--- config.mk ---
export PLATFORM = sky130hd
export DESIGN_NAME = nmea_rmc_parse
export DESIGN_NICKNAME = d
export VERILOG_FILES = /design/src/rtl/nmea_rmc_parse.sv
export SDC_FILE = /design/constraint.sdc
export NUM_CORES = 1
export LEC_CHECK = 0
export ABC_CLOCK_PERIOD_IN_PS = 10400
export BUFFER_PORTS_ARGS = -buffer_cell sky130_fd_sc_hd__buf_2
export CAP_MARGIN = 30
export CORE_UTILIZATION = 45
export DETAILED_ROUTE_END_ITERATION = 12
export PLACE_DENSITY = 0.64
export SYNTH_ARGS = -nofsm -noshare
export SYNTH_HDL_FRONTEND = slang
export SYNTH_SLANG_ARGS = --single-unit
--- constraint.sdc ---
create_clock -name clk -period 10.4 [get_ports clk]
set_input_delay 1.04 -clock clk [delete_from_list [all_inputs] [get_ports clk]]
set_output_delay 1.04 -clock clk [all_outputs]
set_load 0.02 [all_outputs]
--- src/rtl/nmea_rmc_parse.sv ---
// nmea_rmc_parse: byte-stream parser for NMEA-0183 RMC sentences (any talker ID).
// Extracts local time, fix status, lat/lon and integer speed; outputs update only
// when a complete, well-formed sentence ends with CR.
// Optional build macro: NMEA_CKSUM_EN enables checking of the two hex checksum digits.
module nmea_rmc_parse #(
  parameter int TZ_HR    = 0,
  parameter int FRAC_DIG = 4,
  parameter int SPD_W    = 10,
  parameter int MAX_LEN  = 82
) (
  input  logic             clk,
  input  logic             rst,
  input  logic [7:0]       char,
  input  logic             valid,
  output logic             NSR,
  output logic             err,
  output logic [4:0]       hr,
  output logic [5:0]       min,
  output logic [5:0]       sec,
  output logic             fix,
  output logic [6:0]       lat_deg,
  output logic [5:0]       lat_min,
  output logic [13:0]      lat_frac,
  output logic             lat_s,
  output logic [7:0]       lon_deg,
  output logic [5:0]       lon_min,
  output logic [13:0]      lon_frac,
  output logic             lon_w,
  output logic [SPD_W-1:0] spd_kn
);

  typedef enum logic [1:0] {IDLE, HDR, FLD, CKS} state_t;

  localparam logic [7:0] C_DOL = 8'h24;
  localparam logic [7:0] C_COM = 8'h2C;
  localparam logic [7:0] C_DOT = 8'h2E;
  localparam logic [7:0] C_AST = 8'h2A;
  localparam logic [7:0] C_CR  = 8'h0D;

  localparam logic [7:0]        MAXL    = 8'(MAX_LEN);
  localparam logic [2:0]        FRAC_N  = 3'(FRAC_DIG);
  localparam logic signed [7:0] TZ8     = 8'(TZ_HR);
  localparam logic [SPD_W+3:0]  SPD_MAX = {4'b0, {SPD_W{1'b1}}};
  localparam logic [SPD_W+3:0]  TEN_W   = (SPD_W+4)'(10);

  state_t state, state_n;

  // sentence-in-progress bookkeeping
  logic [7:0] len;
  logic [2:0] hdr_cnt;
  logic [3:0] fld;
  logic [3:0] pos;
  logic       in_frac;
  logic [2:0] fcnt;
  logic       bad;

  // shadow copies of the fields being parsed
  logic [6:0]       s_hr;
  logic [5:0]       s_min, s_sec, s_latm, s_lonm;
  logic             s_fix, s_lats, s_lonw;
  logic [6:0]       s_latd;
  logic [7:0]       s_lond;
  logic [13:0]      s_latf, s_lonf;
  logic [SPD_W-1:0] s_spd;

  // per-byte control decoded by the FSM
  logic restart, commit, fail, hdr_step, fld_step, cks_step, good;

  logic             is_dig, is_up, hdr_ok;
  logic [3:0]       dig;
  logic [2:0]       fidx;
  logic [13:0]      frac_add;
  logic [SPD_W+3:0] spd_wide;
  logic [SPD_W-1:0] spd_nx;
  logic signed [7:0] hsum;
  logic [4:0]       hr_loc;

`ifdef NMEA_CKSUM_EN
  logic [7:0] xr;
  logic [7:0] rx_ck;
  logic [1:0] hcnt;
  logic       hex_ok;
  logic [3:0] hex_v;
`endif

  function automatic logic [7:0] dec(input logic [7:0] a, input logic [3:0] d);
    return 8'(a * 8'd10) + {4'b0, d};
  endfunction

  function automatic logic [13:0] pw10(input logic [2:0] n);
    case (n)
      3'd0:    return 14'd1;
      3'd1:    return 14'd10;
      3'd2:    return 14'd100;
      default: return 14'd1000;
    endcase
  endfunction

  // character classification and per-field arithmetic helpers
  always_comb begin
    is_dig   = (char >= 8'h30) && (char <= 8'h39);
    is_up    = (char >= 8'h41) && (char <= 8'h5A);
    dig      = char[3:0];
    case (hdr_cnt)
      3'd0, 3'd1: hdr_ok = is_up;
      3'd2:       hdr_ok = (char == 8'h52);
      3'd3:       hdr_ok = (char == 8'h4D);
      default:    hdr_ok = (char == 8'h43);
    endcase
    fidx     = 3'(FRAC_DIG - 1) - fcnt;
    frac_add = 14'(dig) * pw10(fidx);
    spd_wide = ({4'b0, s_spd} * TEN_W) + {{SPD_W{1'b0}}, dig};
    spd_nx   = (spd_wide > SPD_MAX) ? '1 : spd_wide[SPD_W-1:0];
  end

  // local hour: widened signed sum so +14 on hour 23 cannot wrap before the mod-24 fold
  always_comb begin
    hsum = $signed({1'b0, s_hr}) + TZ8;
    if (hsum < 8'sd0)       hr_loc = 5'(hsum + 8'sd24);
    else if (hsum >= 8'sd24) hr_loc = 5'(hsum - 8'sd24);
    else                     hr_loc = 5'(hsum);
  end

`ifdef NMEA_CKSUM_EN
  // hex digit decode for the received checksum (uppercase only)
  always_comb begin
    hex_ok = 1'b0;
    hex_v  = char[3:0];
    if (is_dig) begin
      hex_ok = 1'b1;
    end else if ((char >= 8'h41) && (char <= 8'h46)) begin
      hex_ok = 1'b1;
      hex_v  = char[3:0] + 4'd9;
    end
  end

  assign good = !bad && (fld >= 4'd7) && (hcnt == 2'd2) && (rx_ck == xr);
`else
  assign good = !bad && (fld >= 4'd7);
`endif

  // FSM state register
  always_ff @(posedge clk or posedge rst) begin
    if (rst) state <= IDLE;
    else     state <= state_n;
  end

  // FSM next state and per-byte actions
  always_comb begin
    state_n  = state;
    restart  = 1'b0;
    commit   = 1'b0;
    fail     = 1'b0;
    hdr_step = 1'b0;
    fld_step = 1'b0;
    cks_step = 1'b0;
    if (valid) begin
      if (char == C_DOL) begin
        restart = 1'b1;
        state_n = HDR;
      end else if ((state != IDLE) && (len >= MAXL)) begin
        fail    = 1'b1;
        state_n = IDLE;
      end else begin
        case (state)
          HDR: begin
            if (hdr_ok) begin
              hdr_step = 1'b1;
              if (hdr_cnt == 3'd4) state_n = FLD;
            end else begin
              state_n = IDLE;
            end
          end
          FLD: begin
            if (char == C_AST) begin
              if (bad) begin
                fail    = 1'b1;
                state_n = IDLE;
              end else begin
                state_n = CKS;
              end
            end else if (char == C_CR) begin
              state_n = IDLE;
`ifdef NMEA_CKSUM_EN
              fail    = 1'b1;
`else
              commit  = good;
              fail    = !good;
`endif
            end else begin
              fld_step = 1'b1;
            end
          end
          CKS: begin
            if (char == C_CR) begin
              state_n = IDLE;
              commit  = good;
              fail    = !good;
            end else begin
              cks_step = 1'b1;
            end
          end
          default: ;
        endcase
      end
    end
  end

  // datapath: shadow field accumulation, output commit and status pulses
  always_ff @(posedge clk or posedge rst) begin
    if (rst) begin
      len <= '0; hdr_cnt <= '0; fld <= '0; pos <= '0; in_frac <= 1'b0; fcnt <= '0; bad <= 1'b0;
      s_hr <= '0; s_min <= '0; s_sec <= '0; s_fix <= 1'b0;
      s_latd <= '0; s_latm <= '0; s_latf <= '0; s_lats <= 1'b0;
      s_lond <= '0; s_lonm <= '0; s_lonf <= '0; s_lonw <= 1'b0; s_spd <= '0;
`ifdef NMEA_CKSUM_EN
      xr <= '0; rx_ck <= '0; hcnt <= '0;
`endif
      NSR <= 1'b0; err <= 1'b0;
      hr <= '0; min <= '0; sec <= '0; fix <= 1'b0;
      lat_deg <= '0; lat_min <= '0; lat_frac <= '0; lat_s <= 1'b0;
      lon_deg <= '0; lon_min <= '0; lon_frac <= '0; lon_w <= 1'b0; spd_kn <= '0;
    end else begin
      NSR <= commit;
      err <= fail;
      if (restart) begin
        len <= 8'd1; hdr_cnt <= '0; fld <= '0; pos <= '0; in_frac <= 1'b0; fcnt <= '0; bad <= 1'b0;
        s_hr <= '0; s_min <= '0; s_sec <= '0; s_fix <= 1'b0;
        s_latd <= '0; s_latm <= '0; s_latf <= '0; s_lats <= 1'b0;
        s_lond <= '0; s_lonm <= '0; s_lonf <= '0; s_lonw <= 1'b0; s_spd <= '0;
`ifdef NMEA_CKSUM_EN
        xr <= '0; rx_ck <= '0; hcnt <= '0;
`endif
      end else begin
        if (valid && (state != IDLE)) len <= len + 8'd1;
        if (hdr_step) hdr_cnt <= hdr_cnt + 3'd1;
`ifdef NMEA_CKSUM_EN
        if (valid && ((state == HDR) || ((state == FLD) && (char != C_AST)))) xr <= xr ^ char;
        if (cks_step) begin
          if (hex_ok && (hcnt != 2'd2)) begin
            rx_ck <= {rx_ck[3:0], hex_v};
            hcnt  <= hcnt + 2'd1;
          end else begin
            bad <= 1'b1;
          end
        end
`endif
        if (fld_step) begin
          if (char == C_COM) begin
            if (fld != 4'hF) fld <= fld + 4'd1;
            pos     <= '0;
            in_frac <= 1'b0;
            fcnt    <= '0;
          end else begin
            case (fld)
              4'd0: bad <= 1'b1;
              4'd1, 4'd3, 4'd5, 4'd7: begin
                if (is_dig) begin
                  if (in_frac) begin
                    // fraction digits kept only for lat/lon, weighted so short fractions come out scaled
                    if (((fld == 4'd3) || (fld == 4'd5)) && (fcnt < FRAC_N)) begin
                      if (fld == 4'd3) s_latf <= s_latf + frac_add;
                      else             s_lonf <= s_lonf + frac_add;
                      fcnt <= fcnt + 3'd1;
                    end
                  end else begin
                    if (pos != 4'hF) pos <= pos + 4'd1;
                    case (fld)
                      4'd1: begin
                        if (pos < 4'd2)      s_hr  <= 7'(dec({1'b0, s_hr}, dig));
                        else if (pos < 4'd4) s_min <= 6'(dec({2'b0, s_min}, dig));
                        else if (pos < 4'd6) s_sec <= 6'(dec({2'b0, s_sec}, dig));
                      end
                      4'd3: begin
                        if (pos < 4'd2)      s_latd <= 7'(dec({1'b0, s_latd}, dig));
                        else if (pos < 4'd4) s_latm <= 6'(dec({2'b0, s_latm}, dig));
                      end
                      4'd5: begin
                        if (pos < 4'd3)      s_lond <= dec(s_lond, dig);
                        else if (pos < 4'd5) s_lonm <= 6'(dec({2'b0, s_lonm}, dig));
                      end
                      default: s_spd <= spd_nx;
                    endcase
                  end
                end else if ((char == C_DOT) && !in_frac) begin
                  in_frac <= 1'b1;
                end else begin
                  bad <= 1'b1;
                end
              end
              4'd2: begin
                if (char == 8'h41)      s_fix <= 1'b1;
                else if (char == 8'h56) s_fix <= 1'b0;
                else                    bad   <= 1'b1;
              end
              4'd4: begin
                if (char == 8'h53)      s_lats <= 1'b1;
                else if (char == 8'h4E) s_lats <= 1'b0;
                else                    bad    <= 1'b1;
              end
              4'd6: begin
                if (char == 8'h57)      s_lonw <= 1'b1;
                else if (char == 8'h45) s_lonw <= 1'b0;
                else                    bad    <= 1'b1;
              end
              default: ;
            endcase
          end
        end
      end
      if (commit) begin
        hr       <= hr_loc;
        min      <= s_min;
        sec      <= s_sec;
        fix      <= s_fix;
        lat_deg  <= s_latd;
        lat_min  <= s_latm;
        lat_frac <= s_latf;
        lat_s    <= s_lats;
        lon_deg  <= s_lond;
        lon_min  <= s_lonm;
        lon_frac <= s_lonf;
        lon_w    <= s_lonw;
        spd_kn   <= s_spd;
      end
    end
  end

endmodule
Word-level counts from Yosys, hierarchy flattened
Cells that the tools add are included.

Flip-flop bits (word level): 200. Input port bits: 11. Output and inout port bits: 87. Logic and storage cells: 377.

Add/subtract/negate cells: 18. Multipliers: 9. $lt $le $gt $ge: 15. Equal/unequal tests: 50. Muxes and demuxes: 181. Reductions and logical operators: 68.

Operators with widths (count): $mux W14 (16); $mux W6 (37); $mux W7 (16); $mux W10 (8); $mux W8 (10); $eq A8 B7 Y1 const B (9); $mux W1 (59); $mux W4 (11); $reduce_bool A2 Y1 (21); $reduce_and A7 Y1 (5); $eq A8 B6 Y1 const B (4); $pmux W10 S3 (1); $add A14 B14 Y14 (2); $mux W3 (9); $reduce_bool A3 Y1 (9); $add A6 B4 Y6 (4); $mul A6 B3 Y5 const B (4); $ne A3 B3 Y1 const B (8); $reduce_and A8 Y1 (3); $eq A4 B3 Y1 const B (4); $ge A8 B7 Y1 const B (2); $reduce_and A4 Y1 (4); $add A14 B4 Y14 (1); $add A7 B4 Y7 (2); other kinds (56) (92).

Logic depth before layout (Yosys ltp)
Gate-level depths: netlist of the first run.

Depth in word-level cells: 13. Gate-level depth with buffers: 27. Mapped depth without buffers: 27.

Least setup slack after synthesis of the first run
OpenSTA, ideal clock, no wires.

Path type: input to register. Start: input char[3]. End: register s_lonf[13]. Library setup time: 0.123 ns. Arrival time: 5.366 ns. Required time: 10.277 ns. Slack: 4.911 ns. Stages: 23. Buffers on the path: 1. Path through: buf_1 -> nand2_1 -> fa_1 -> inv_1 -> fa_1 -> inv_1 -> fa_1 -> nor2b_1 -> o21ai_0 -> a21boi_0 -> o21ai_0 -> a21boi_0 -> o21ai_0 -> nand2_1 -> xnor2_1 -> ha_1 -> o21a_1 -> nor2_1 -> nor2_1 -> a221oi_1 -> xor2_1 -> nand3_1 -> mux2i_1.

Longest elaborated chain between the ends: 10. Elaborated cells between the ends (all ways): 33. Classes of those cells: 1 x add/sub; 1 x mul; 2 x order compare; 6 x eq/ne; 16 x mux; 7 x reduce/logical.

Ends and longest elaborated chain: start: declaration (RTL line 13) `input logic [7:0] char,`; $mul A4 B14 Y14 (RTL line 111) `frac_add = 14'(dig) * pw10(fidx);`; $add A14 B14 Y14 (RTL line 263) `else s_lonf <= s_lonf + frac_add;`; $mux W14 (RTL line 262) `if (fld == 4'd3) s_latf <= s_latf + frac_add;`; $mux W14 (RTL line 261) `if (((fld == 4'd3) || (fld == 4'd5)) && (fcnt < FRAC_N)) begin`; $mux W14 (RTL line 259) `if (in_frac) begin`; $mux W14 (RTL line 258) `if (is_dig) begin`; $mux W14 (RTL line 255) `case (fld)`; $mux W14 (RTL line 249) `if (char == C_COM) begin`; $mux W14 (RTL line 248) `if (fld_step) begin`; $mux W14 (RTL line 226) `if (restart) begin`; end signal: assignment (RTL line 263); end: declaration (RTL line 63) `logic [13:0] s_latf, s_lonf;`.

Several ways; a longest one is shown, not always the timed one. The select of a mux whose other input is x is not followed. A chain may end at the register's enable or synchronous reset.

Final worst setup path of the first run
Same ends and word-level chain as after synthesis.

==> impl_metrics.env, run 1 <==
export IMPL_clkTransAtPathRegs_ps=80
export IMPL_grt_usage=0.211
export IMPL_hold_viol=0
export IMPL_timing_slew_headroom=0.340
export IMPL_synth_warnings=0
export IMPL_fmax_ghz=0.172
export IMPL_fin_skew_ps=14.6
export IMPL_syn_nets=1664
export IMPL_synthesis_area_um2=13300
export IMPL_finalSetupViolCount=0
export IMPL_drc=0
export IMPL_ys_flop_type="dfrtp_1"
export IMPL_p_clk_frac=0.371
export IMPL_drt_total_wl_um=30700
export IMPL_slowest_stage="fa_1"
export IMPL_htreeDepth=4
export IMPL_swShare=0.304
export IMPL_drt_first_pass_iters=5
export IMPL_post_cts_buffers=0
export IMPL_r2r_end="s_lonf[13]$_DFFE_PP0P_"
export IMPL_tritoncts="built"
export IMPL_dieArea_um2=30100
export IMPL_crit_fanout=22
export IMPL_ys_async_sr_fraction=1.00
export IMPL_final_setup_tns_ps=0
export IMPL_cts_resized=0
export IMPL_num_vias=10352
export IMPL_cap_violations=0
export IMPL_final_cells=1958
export IMPL_vdd_ir_drop_max_mv=0.112
export IMPL_die_x_um=174
export IMPL_synth_area_leaders="dfrtp_1 (38%), ha_1 (13%), nand2_1 (8.8%)"
export IMPL_wl_per_cell_um=15.7
export IMPL_ant_nets=0
export IMPL_grt_max_degree=140
export IMPL_synth_avg_cell_area_um2=8.89
export IMPL_ys_types=66
export IMPL_antenna_found_initial=0
export IMPL_min_path_cells=2
export IMPL_crit_chain="buf_2 > nand2_1 > fa_1 > inv_1 > fa_1 > inv_1 > fa_1 > nor2b_1 > o21ai_0 > a21boi_0 > o21ai_0 > a21boi_0 > nor2_1 > ha_1 > a21oi_1 > o21ai_0 > nor3_1 > o21ai_0 > a221oi_1 > xor2_1 > nand3_1 > mux2i_1"
export IMPL_end_kind="flip-flop"
export IMPL_power_frac_seq=0.464
export IMPL_critPathLaunchType="primary input"
export IMPL_drt_iter0_markers=588
export IMPL_clockBufferDepth=2
export IMPL_rsz0062_at_grt="no"
export IMPL_cts_root_buf="clkbuf_16"
export IMPL_grt_pass1_wl_um=51600
export IMPL_synth_seq_cells=200
export IMPL_r2r_start="fcnt[1]$_DFFE_PP0P_"
export IMPL_std_cell_rows=62
export IMPL_period_share=0.559
export IMPL_routabilityCongestion=0.838
export IMPL_start_util=0.459
export IMPL_r2r_setup_slack_ps=4790
export IMPL_hold_buffers=0
export IMPL_syn2layout_area_growth_pct=10.8
export IMPL_required_ps=10730
export IMPL_drive_gt1_frac=0.102
export IMPL_totalPowerFinal_uw=1770
export IMPL_worst_slew_pin_slew_ps=988
export IMPL_intPower_uw=1230
export IMPL_fin_ws_ps=4590
export IMPL_max_stage_delay_ps=570
export IMPL_p_switching_uw=540
export IMPL_hold_path_end="lon_frac[8]$_DFFE_PP0P_"
export IMPL_cellLeakagePower_uw=0.00763
export IMPL_synth_most_common_cell="nand2_1"
export IMPL_status="complete, no violations"
export IMPL_hpwl_um=22100
export IMPL_worstHoldStart="lon_frac[8]$_DFFE_PP0P_"
export IMPL_drv_slew=0
export IMPL_gr_total_overflow=0
export IMPL_synth_seq_area_share=0.378
export IMPL_cp_arrival_ps=6140
export IMPL_diodes=0
export IMPL_synth_top_area_frac=0.378
export IMPL_synth_top_cell_by_area="dfrtp_1"
export IMPL_p_per_area_nw_per_um2=121
export IMPL_numCtsBuffers=17
export IMPL_die_h_um=174
export IMPL_grt_pass1_vias=10180
export IMPL_clkLatencyLatePin_ps=450
export IMPL_viasPerCell=5.29
export IMPL_syn_instance_count=1492
export IMPL_io_buffers=97
export IMPL_place_ws_ps=4150
export IMPL_hp_class="flip-flop to flip-flop"
export IMPL_place_inst=1925
export IMPL_min_period_ps=5810
export IMPL_core_area_um2=28900
export IMPL_pin_count=98
export IMPL_reg2reg_depth=24
export IMPL_yosys_top_cells_count="nand2_1 (310), dfrtp_1 (200), ha_1 (134)"
export IMPL_crit_top_cell="o21ai_0"
export IMPL_cts_sinks=200
export IMPL_power_share_combinational=0.165
export IMPL_synth_edf_count=0
export IMPL_whs_ps=460
export IMPL_path_class="primary input to flip-flop"
export IMPL_final_nets=1733
critical path, delay by kind of cell:
family,cells,cell delay (ps)
simple gates,5,670
buf+inv,3,590
fa+ha+maj,4,1960
mux,1,140
xor+xnor,1,200
compound gates,8,1530
registers in the layout (all words and copies together) (netlist names), 8 cells and up:
register / cells
lat_frac: 14
lon_frac: 14
s_latf: 14
s_lonf: 14
s_spd: 10
spd_kn: 10
len: 8
lon_deg: 8
s_lond: 8
worst max-delay path by stage:
stage,from,end,depth (start not counted)
detailed placement,char[3],s_lonf[13]$_DFFE_PP0P_,22
CTS,char[3],s_lonf[13]$_DFFE_PP0P_,22
finish,char[3],s_lonf[13]$_DFFE_PP0P_,22
floorplan,rst,NSR$_DFF_PP0_,1
global placement,char[3],s_lonf[13]$_DFFE_PP0P_,23
global route,char[2],s_lonf[13]$_DFFE_PP0P_,22
power by group through the flow:
stage          combinational [uW]  clock [uW]  sequential [uW]
3_3_place_gp                  282           0              837
4_1_cts                       293         675              822
6_report                      293         659              822
5_1_grt                       333         707              826
3_5_place_dp                  292           0              838
2_1_floorplan                 235           0              828
area by class of cell:
cell class              count  area, um2
clock inverters            15        133
inverters                  93        357
well taps                 384        480
repair buffers            106        589
multi-input cells        1143       7690
flip-flops and latches    200       5000
fillers                  2765      14200
clock buffers              17        425
per-layer routing:
layer | global-route usage | share of wire | vias up
met5 | 0 | 0 | -
met4 | 0.0727 | 0.019 | 0
met3 | 0.0329 | 0.029 | 36
met2 | 0.353 | 0.48 | 160
met1 | 0.280 | 0.47 | 4972
li1 | - | - | 5184
stage by stage:
stage / instance area, um2 / utilization
after floorplan: 13300 / -
after global placement: 14100 / 0.487
after detailed placement: 14100 / 0.488
after CTS: 14700 / 0.508
after global routing: 14700 / 0.509
final: 14700 / 0.509
kinds of logic (layout without fill, tap and decap cells):
logic type	after synthesis	after routing	synth area share
AND/OR/NAND/NOR	597	597	0.204
AO/OA/AOI/OAI	247	247	0.113
adder cells (fa/ha/maj)	161	161	0.167
multiplexers	41	41	0.0313
buffers and inverters	149	231	0.0434
flip-flops	200	200	0.378
XOR/XNOR	97	97	0.0641
placed cells by master, fill, tap and decap left out, drive strengths merged, types with 10 or more instances in the layout:
cell / n
nor2b: 20
a31oi: 15
inv: 102
nor2: 100
a21o: 19
buf: 106
mux2i: 37
fa: 27
o21ai: 85
dfrtp: 200
nand3: 51
clkbuf: 17
xor2: 30
ha: 134
and2: 19
nor3: 25
nor4: 14
xnor2: 67
o21a: 10
nand2: 310
a21oi: 73
No activity file was read; power rests on OpenSTA's default activity.
==> run 2, diff against run 1 <==
Settings changed: ABC_CLOCK_PERIOD_IN_PS 10400 to 5150, PLACE_DENSITY 0.64 to 0.67.
Clock period 10.4 ns to 5.15 ns, I/O delays scaled along.
==> impl_metrics.env, run 2 (same netlist as run 1, synthesis figures left out) <==
export IMPL_die_h_um=174
export IMPL_cts_sinks=200
export IMPL_pin_count=98
export IMPL_cap_violations=0
export IMPL_timing_slew_headroom=0.413
export IMPL_crit_chain="inv_1 > ha_1 > nor2b_4 > buf_4 > o21bai_1 > buf_4 > and2_1 > ha_1 > inv_1 > fa_1 > inv_1 > ha_1 > a21boi_2 > o21ai_2 > a21boi_2 > o21ai_1 > nand2_1 > xnor2_2 > buf_4 > ha_4 > and3_1 > a221oi_1 > mux2i_1 > nand2_1"
export IMPL_whs_ps=265
export IMPL_cts_root_buf="clkbuf_16"
export IMPL_path_class="flip-flop to flip-flop"
export IMPL_period_share=0.946
export IMPL_die_x_um=174
export IMPL_final_common_cell="nand2_1"
export IMPL_status="complete, no violations"
export IMPL_vdd_ir_drop_max_mv=0.217
export IMPL_max_stage_delay_ps=530
export IMPL_clkTransAtPathRegs_ps=70
export IMPL_std_cell_rows=62
export IMPL_final_setup_tns_ps=0
export IMPL_tritoncts="built"
export IMPL_ant_nets=0
export IMPL_clockBufferDepth=2
export IMPL_grt_max_degree=149
export IMPL_dieArea_um2=30100
export IMPL_core_area_um2=28900
export IMPL_fillCellCount=2727
export IMPL_drt_total_wl_um=31000
export IMPL_final_nets=1766
export IMPL_hold_viol=0
export IMPL_wl_per_cell_um=15.6
export IMPL_drt_iter0_markers=484
export IMPL_antenna_found_initial=1
export IMPL_place_area_um2=14400
export IMPL_slowest_stage="fa_1"
export IMPL_fin_skew_ps=13.5
export IMPL_io_buffers=97
export IMPL_critPathLaunchType="flip-flop"
export IMPL_htreeDepth=4
export IMPL_syn2layout_area_growth_pct=13.3
export IMPL_finalSetupViolCount=0
export IMPL_drive_gt1_frac=0.130
export IMPL_p_per_area_nw_per_um2=244
export IMPL_fin_ws_ps=279
export IMPL_end_kind="flip-flop"
export IMPL_grt_usage=0.215
export IMPL_cp_arrival_ps=5200
export IMPL_min_period_ps=4870
export IMPL_drt_first_pass_iters=5
export IMPL_gr_total_overflow=0
export IMPL_fin_util=0.520
export IMPL_hpwl_um=22400
export IMPL_cellLeakagePower_uw=0.00780
export IMPL_place_ws_ps=-159
export IMPL_required_ps=5480
export IMPL_hp_class="primary input to async pin"
export IMPL_start_util=0.459
export IMPL_num_vias=10572
export IMPL_numCtsBuffers=17
export IMPL_grt_pass1_vias=10655
export IMPL_viasPerCell=5.31
export IMPL_final_cell_mix="nand2_1 (310), dfrtp_1 (200), ha_1 (132)"
export IMPL_drv_slew=0
export IMPL_clkLatencyLatePin_ps=450
export IMPL_worst_slew_pin_slew_ps=859
export IMPL_drc=0
export IMPL_fmax_ghz=0.205
export IMPL_finalInstanceArea_um2=15000
export IMPL_crit_fanout=4
export IMPL_grt_pass1_wl_um=52600
export IMPL_routabilityCongestion=0.868
-- run 2: cell count changes in the layout (fill, tap and decap cells not counted), moves of 3 or more --
cell	previous run	this run
o21ai_1	0	3
clkinv_4	3	0
clkinvlp_4	1	4
inv_8	5	0
o21ai_0	85	80
buf_4	6	39
-- run 2: cell type report --
cell class / count / area [um2] / share of cell area
Multi-Input combinational cell: 1143 / 7770 / 0.517
Clock inverter: 13 / 120 / 0.00800
Inverter: 93 / 353 / 0.0235
Tap cell: 384 / 480 / 0.0320
Antenna cell: 1 / 2.50 / 0.000167
Timing Repair Buffer: 139 / 846 / 0.0563
Sequential cell: 200 / 5000 / 0.333
Clock buffer: 18 / 439 / 0.0292
-- run 2: layer usage --
layer / routed length [um] / GRT usage / vias up
met1: 14200 / 0.278 / 5052
met3: 882 / 0.0281 / 49
li1: - / - / 5272
met2: 15200 / 0.365 / 199
met4: 663 / 0.0826 / 0
met5: 0 / 0 / -
-- run 2: final timing paths --
check / to / slack (ps) / cells after the start / start
min in group clk: state[0]$_DFFE_PP0P_ / 450 / 3 / valid
hold / removal: spd_kn[8]$_DFFE_PP0P_ / 260 / 3 / rst
setup reg to reg: s_latf[12]$_DFFE_PP0P_ / 280 / 24 / fcnt[0]$_DFFE_PP0P_
setup / recovery: s_latf[12]$_DFFE_PP0P_ / 280 / 24 / fcnt[0]$_DFFE_PP0P_
max in group asynchronous: s_latm[2]$_DFFE_PP0P_ / 4200 / 3 / rst
hold reg to reg: lon_frac[9]$_DFFE_PP0P_ / 460 / 2 / lon_frac[9]$_DFFE_PP0P_
-- run 2: worst max-delay path: cells and delay by family (launching register included) --
kind | cells | cell delay (ps)
fa+ha+maj | 5 | 1530
compound gates | 6 | 1150
simple gates | 5 | 650
buf+inv | 6 | 580
flops | 1 | 390
mux | 1 | 240
xor+xnor | 1 | 210
-- run 2: power by group --
| group | switching [uW] | internal [uW] |
|---|---|---|
| registers | 59.2 | 1610 |
| logic | 375 | 296 |
| clock network | 640 | 685 |
-- run 2: timing repair --
item / in CTS / in global routing
hold buffers: 0 / 0
pin swaps: 2 / 4
setup endpoints to repair: 3 / 4
gates resized for setup: 4 / 20
setup buffers: 0 / 1
-- run 2: metrics by stage --
step           total power, uW  std cells
3_5_place_dp              2340       1958
3_3_place_gp              2310       1957
5_1_grt                   3840       1991
2_1_floorplan             2150       1492
4_1_cts                   3680       1989
6_report                  3660       1991
